<file path="src/rtl/dcache_linefill.sv">
// Data-cache line fill engine: optionally writes the old line back to memory
// word by word, then refills the line from memory and streams it into the
// cache through the line-side port.
module dcache_linefill #(
    parameter int DATABITS      = 32,
    parameter int CACHEADDRBITS = 5,
    parameter int ADDRBITS      = 32
) (
    input  logic                     clk,
    input  logic                     reset,
    input  logic                     start,
    input  logic                     dirty,
    input  logic [ADDRBITS-1:0]      old_base,
    input  logic [ADDRBITS-1:0]      new_base,
    output logic                     busy,
    output logic                     done,
    output logic                     flush_mode,
    output logic [CACHEADDRBITS-1:0] flush_addr,
    output logic                     flush_write,
    output logic                     line_in_valid,
    output logic [DATABITS-1:0]      line_in,
    input  logic [DATABITS-1:0]      data_out,
    output logic                     mem_req,
    output logic                     mem_we,
    output logic [ADDRBITS-1:0]      mem_addr,
    output logic [DATABITS-1:0]      mem_wdata,
    input  logic                     mem_ack,
    input  logic [DATABITS-1:0]      mem_rdata
);
    // Base address bits above the line offset; the offset itself is dropped.
    localparam int HI = ADDRBITS - CACHEADDRBITS - 2;
    localparam logic [CACHEADDRBITS-1:0] IDX_ONE  = 1;
    localparam logic [CACHEADDRBITS-1:0] IDX_LAST = '1;

    typedef enum logic [2:0] {IDLE, WB_ADDR, WB_WRITE, FILL, DONE} state_t;

    state_t                   state, state_n;
    logic [CACHEADDRBITS-1:0] idx, idx_n;
    logic [HI-1:0]            old_hi, new_hi;
    logic                     fill_wr;
    logic [CACHEADDRBITS-1:0] fill_addr;
    logic [DATABITS-1:0]      fill_data;

    // State and word index. The dirty flag needs no register: it is consumed
    // by the IDLE branch decision in the same cycle start is seen.
    always_ff @(posedge clk or posedge reset) begin
        if (reset) begin
            state <= IDLE;
            idx   <= '0;
        end else begin
            state <= state_n;
            idx   <= idx_n;
        end
    end

    // Capture line bases at request time so the caller may change them freely.
    always_ff @(posedge clk or posedge reset) begin
        if (reset) begin
            old_hi <= '0;
            new_hi <= '0;
        end else if (state == IDLE && start) begin
            old_hi <= old_base[ADDRBITS-1 -: HI];
            new_hi <= new_base[ADDRBITS-1 -: HI];
        end
    end

    // Register returned fill data into a one-cycle cache write; the last one
    // lands in the same cycle as DONE.
    always_ff @(posedge clk or posedge reset) begin
        if (reset) begin
            fill_wr   <= 1'b0;
            fill_addr <= '0;
            fill_data <= '0;
        end else begin
            fill_wr <= (state == FILL) && mem_ack;
            if ((state == FILL) && mem_ack) begin
                fill_addr <= idx;
                fill_data <= mem_rdata;
            end
        end
    end

    assign flush_write   = fill_wr;
    assign line_in_valid = fill_wr;
    assign line_in       = fill_data;

    // Next-state and per-state outputs. mem_ack only matters in WB_WRITE/FILL.
    always_comb begin
        state_n    = state;
        idx_n      = idx;
        busy       = 1'b1;
        flush_mode = 1'b1;
        done       = 1'b0;
        mem_req    = 1'b0;
        mem_we     = 1'b0;
        mem_addr   = '0;
        mem_wdata  = '0;
        flush_addr = fill_addr;
        case (state)
            IDLE: begin
                busy       = 1'b0;
                flush_mode = 1'b0;
                if (start) begin
                    idx_n   = '0;
                    state_n = dirty ? WB_ADDR : FILL;
                end
            end
            WB_ADDR: begin
                // One cycle for the synchronous cache read to produce data_out.
                flush_addr = idx;
                state_n    = WB_WRITE;
            end
            WB_WRITE: begin
                flush_addr = idx;
                mem_req    = 1'b1;
                mem_we     = 1'b1;
                mem_addr   = {old_hi, idx, 2'b00};
                mem_wdata  = data_out;
                if (mem_ack) begin
                    if (idx == IDX_LAST) begin
                        idx_n   = '0;
                        state_n = FILL;
                    end else begin
                        idx_n   = idx + IDX_ONE;
                        state_n = WB_ADDR;
                    end
                end
            end
            FILL: begin
                mem_req  = 1'b1;
                mem_addr = {new_hi, idx, 2'b00};
                if (mem_ack) begin
                    if (idx == IDX_LAST) begin
                        idx_n   = '0;
                        state_n = DONE;
                    end else begin
                        idx_n = idx + IDX_ONE;
                    end
                end
            end
            DONE: begin
                done    = 1'b1;
                state_n = IDLE;
            end
            default: state_n = IDLE;
        endcase
    end
endmodule

</file>
<file path="config.mk">
export PLATFORM = sky130hd
export DESIGN_NAME = dcache_linefill
export DESIGN_NICKNAME = d
export VERILOG_FILES = /design/src/rtl/dcache_linefill.sv
export SDC_FILE = /design/constraint.sdc
export NUM_CORES = 1
export LEC_CHECK = 0
export BUFFER_PORTS_ARGS = -buffer_cell sky130_fd_sc_hd__buf_4
export CAP_MARGIN = 20
export CORE_MARGIN = 5
export CORE_UTILIZATION = 46
export CTS_CLUSTER_DIAMETER = 40
export DETAILED_ROUTE_END_ITERATION = 7
export PLACE_DENSITY = 0.81
export SYNTH_ARGS = -nofsm -noshare
export SYNTH_HDL_FRONTEND = slang
export SYNTH_SLANG_ARGS = --single-unit
export TNS_END_PERCENT = 30
</file>
<file path="constraint.sdc">
create_clock -name clk -period 3.62 [get_ports clk]
set_clock_uncertainty 0.1 [all_clocks]
set_input_delay 0.724 -clock clk [delete_from_list [all_inputs] [get_ports clk]]
set_output_delay 0.724 -clock clk [all_outputs]
set_load 0.05 [all_outputs]
</file>
=== Word-level counts from Yosys, hierarchy flattened ===
Index checks and enable logic that the tools add are counted.

* Add/subtract/negate cells: 1
* Equality and inequality tests: 10
* Mux-type cells: 18
* Reduce and logical (&&, ||, !) cells: 8

{| class="wikitable"
|+ Operators with widths
! cell !! count
|-
| case mux 32 bit (2 select lines) || 1
|-
| two-way mux 32 bit || 1
|-
| two-way mux 5 bit || 4
|-
| two-way mux 3 bit || 4
|-
| case mux 3 bit (4 select lines) || 1
|-
| case mux 5 bit (2 select lines) || 1
|-
| == test 3 x 2 -> 1 bit, second input constant || 2
|-
| != test 2 bit, second input constant || 3
|-
| adder 5 x 1 -> 5 bit, second input constant || 1
|-
| == test 5 bit, second input constant || 1
|-
| two-way mux 1 bit || 4
|-
| two-way mux 2 bit || 2
|-
| != test 2 x 1 -> 1 bit, second input constant || 2
|-
| AND reduction 4 bit || 1
|-
| OR reduction 2 bit || 2
|-
| == test 3 x 1 -> 1 bit, second input constant || 1
|-
| == test 3 bit, second input constant || 1
|-
| logical NOT 3 bit || 1
|-
| AND reduction 3 bit || 1
|-
| logical AND 1 bit || 2
|-
| nonzero test 2 bit || 1
|}

* Register bits after elaboration: 96
* Input port bits: 133
* Logic and storage cells: 44

=== Depth between registers and ports, before layout ===
* Depth in word-level cells: 4
* Gate-level depth with buffers: 7
* Gate-level depth less buffers: 6

=== Worst setup path after synthesis ===
OpenSTA, ideal clock, no wires.

* Path type: register to output
* Start: register state[0]
* End: output done
* Arrival time: 1.970 ns
* Required time: 2.796 ns
* Slack: 0.826 ns
* Cell stages (with the launch flop): 4
* Buffers on the path: 2
* Cell sequence: dfrtp_1 > buf_6 > clkbuf_1 > nor3b_1

* Longest elaborated chain between the ends: 2

{| class="wikitable"
|+ RTL lines
! what !! line !! source
|-
| start, declared || 37 || <nowiki>state_t state, state_n;</nowiki>
|-
| start signal, assigned || 51 || <nowiki>state <= state_n;</nowiki>
|-
| == test 3 bit || 99 || <nowiki>case (state)</nowiki>
|-
| two-way mux 1 bit || 99 ||
|-
| end, declared || 16 || <nowiki>output logic done,</nowiki>
|}

No other way between the ends.

=== Final worst setup path ===
* Start: register state[1]
* End: output mem_wdata[20]

* Longest elaborated chain between the ends: 2

{| class="wikitable"
|+ RTL lines
! what !! line !! source
|-
| == test 3 x 2 -> 1 bit || 99 ||
|-
| two-way mux 32 bit || 99 ||
|-
| end, declared || 26 || <nowiki>output logic [DATABITS-1:0] mem_wdata,</nowiki>
|}

No other way between the ends.

==> impl_metrics.json <==
{
  "die_area_mm2": 0.01211,
  "synth-async-reset-ratio": 1.000,
  "first_pass_iters": 4,
  "insertion_delay_ps": 370,
  "ctsHoldBuffers": 0,
  "synth-warning-count": 0,
  "cpLargestDelayFamily": "simple AND/OR/NAND/NOR gates",
  "worst_ep_required_time_ps": 2800,
  "worstSetupPathType": "flop to primary output",
  "syn2layout_area_growth_pct": 40.98,
  "crit_top_cell": "buf_4",
  "drt_iter0_markers": 188,
  "slowest_delay_ps": 670,
  "num_vias": 3898,
  "die_width_um": 110.0,
  "drc": 0,
  "setup_viol": 0,
  "synthMuxAreaShare": 0.1652,
  "viasPerCell": 4.879,
  "io_pins": 241,
  "num_antenna_cells": 0,
  "worst_setup_path_end_kind": "primary output",
  "synth_xor_area_frac": 0.001902,
  "overflow": 0,
  "synth-seq-area-share": 0.5217,
  "hold_viol": 0,
  "timing.final.crit_period_ps": 3013,
  "slew_headroom": 0.5588,
  "cp.buffers_inverters": 2,
  "fp.coreArea_mm2": 0.009774,
  "ys_ff_latch": 96,
  "synth.avg_cell_area_um2": 10.19,
  "fin_area_mm2": 0.006491,
  "clock_sinks": 96,
  "hold_path_class": "primary input to async pin",
  "synthSimpleGateAreaFrac": 0.2353,
  "synth_adder_area_share": 0.005435,
  "synth_flop_cell": "dfrtp_1",
  "crit_arrival_ps": 2190,
  "initial_utilization": 0.4711,
  "synth_compound_area_frac": 0.01603,
  "tightest_slew_ps": 659.1,
  "status": "finished clean",
  "root_buffer": "clkbuf_8",
  "worst-path-max-fanout": 33,
  "fp.dieH_um": 110.0,
  "antenna_found_initial": 0,
  "post_cts_resized": 0,
  "grt_pass1_wl_mm": 19.39,
  "fin_crit_sh": 0.8324,
  "maxSlewViolCount": 0,
  "synthCells": 452,
  "p_per_area_mw_per_mm2": 1120,
  "fp-row-count": 36,
  "hold_ws_ps": 336.8,
  "crit_path_top_delay_cell": "dfrtp_1",
  "dp_hpwl_mm": 9.474,
  "synth_edf_count": 0,
  "crit_chain": "nand2b_4, nor2_2, buf_4, and2_1, buf_4",
  "p_leak_nw": 3.529,
  "max_freq_ghz": 0.3319,
  "finalSetupTns_ps": 0,
  "routabilityCongestion": 0.7838,
  "rsz0062_at_grt": "no",
  "vdd_drop_max_mv": 0.6324,
  "wl_mm": 12.84,
  "layout-drive-gt1-share": 0.4429,
  "drv_cap": 0,
  "synth_top_family_by_area": "simple AND/OR/NAND/NOR gates",
  "cts_made_buffers": 9,
  "num-fill-cells": 763,
  "post_dp_cell_area_mm2": 0.006271,
  "ys_types": 37,
  "nNetsFinal": 796,
  "startpoint_type": "flop",
  "cts_max_level": 3,
  "port_buffers": 224,
  "clk_pin_slew_ps": 100,
  "postRouteAntennaNets": 0,
  "cts_tree": "done",
  "synth_area_mm2": 0.004604,
  "postCtsSetupBuffers": 0,
  "gr-usage-all-layers": 0.2076,
  "drt-wirelength-per-cell_um": 16.07,
  "clock_path_buffers": 2,
  "grt_max_degree": 53,
  "grt_pass1_vias": 3912
}
-- synthesized netlist by cell type, types with 2 or more instances --
master,count,share of area
nand2_1,152,0.12
dfrtp_1,96,0.52
and2_1,36,0.049
mux2_2,32,0.078
nor2_1,30,0.024
mux2i_1,25,0.054
mux2_4,10,0.033
buf_6,8,0.020
buf_2,7,0.0076
buf_4,7,0.011
clkbuf_1,7,0.0057
nor3b_1,5,0.0082
nand3_1,4,0.0043
inv_1,3,0.0024
nand3b_1,3,0.0049
a21o_1,2,0.0033
and3_1,2,0.0027
buf_1,2,0.0016
ha_1,2,0.0054
o2111ai_1,2,0.0038
-- path summary, 6_finish.rpt --
check                      slack, ps        from  depth (start not counted)       endpoint
max in group asynchronous       2380       reset                          3     new_hi[10]
hold reg to reg                  380  old_hi[20]                          2     old_hi[20]
setup reg to reg                1190    state[1]                          4    line_in[12]
hold / removal                   340       reset                          2    line_in[16]
setup / recovery                 610    state[1]                          5  mem_wdata[20]
min in group clk                 380  old_hi[20]                          2     old_hi[20]
-- kinds of logic (layout without fill, tap and decap cells) --
logic type	after synthesis	in the layout
AND/OR/NAND/NOR	240	240
flip-flops	96	96
multiplexers	67	67
buffers and inverters	36	249
AO/OA/AOI/OAI	9	9
adder cells (fa/ha/maj)	2	2
other	1	2
XOR/XNOR	1	1
-- where the power goes --
part	switching [mW]	leakage (nW)	internal (mW)
clock network	0.398	0.102	0.327
registers	0.335	1.16	1.61
logic	3.09	2.26	1.52
total	3.82	3.53	3.45
-- cell usage in the layout (no fill, tap or decap), drive strengths merged --
| cell type | synthesis | routed |
|---|---|---|
| clkinvlp | 0 | 1 |
| a41o | 1 | 1 |
| nand2 | 152 | 152 |
| or4b | 1 | 1 |
| nand2b | 2 | 2 |
| a21oi | 1 | 1 |
| nor3b | 5 | 5 |
| inv | 4 | 7 |
| nor2 | 31 | 31 |
| or3 | 1 | 1 |
| mux2i | 25 | 25 |
| nor4b | 1 | 1 |
| nor3 | 1 | 1 |
| clkbuf | 7 | 9 |
| a21o | 2 | 2 |
| bufinv | 0 | 1 |
| clkinv | 0 | 2 |
| buf | 25 | 229 |
| nand3 | 4 | 4 |
| o2111ai | 2 | 2 |
| xnor2 | 1 | 1 |
| and2 | 36 | 36 |
| a211oi | 1 | 1 |
| and3 | 3 | 3 |
| ha | 2 | 2 |
| a32o | 1 | 1 |
| nand3b | 3 | 3 |
| conb | 1 | 2 |
| a2111oi | 1 | 1 |
| dfrtp | 96 | 96 |
| mux2 | 42 | 42 |
-- routing by layer --
layer,GRT usage,vias up,wire length [um]
met5,0,-,0
met4,0.05699,0,260
met3,0.06639,22,1371
met2,0.3635,170,6373
met1,0.2450,1842,4830
li1,-,1864,-
-- final cells by class --
cell class	instances	area, um2	share of cell area
multi-input cells	321	1959	0.3019
repair buffers	229	1744	0.2687
flip-flops and latches	96	2404	0.3703
inverters	4	17.52	0.002699
clock buffers	9	123.9	0.01908
clock inverters	7	76.32	0.01176
well taps	133	166.4	0.02564
-- stage by stage --
step                      worst slack [ps]    util  power (mW)  cells
after floorplan                      290.6       -       5.274    453
after global placement                1020  0.6416       6.497    782
after detailed placement             990.9  0.6416       6.597    782
after CTS                            571.3  0.6621       7.342    798
after global routing                 426.7  0.6641       7.664    799
final                                606.8  0.6641       7.272    799
-- registers in the layout (all words and copies together) (netlist names) --
register,cells
new_hi,25
idx,5
state,3
old_hi,25
flush_write,1
line_in,32
fill_addr,5
(Power assumes the default switching activity.)
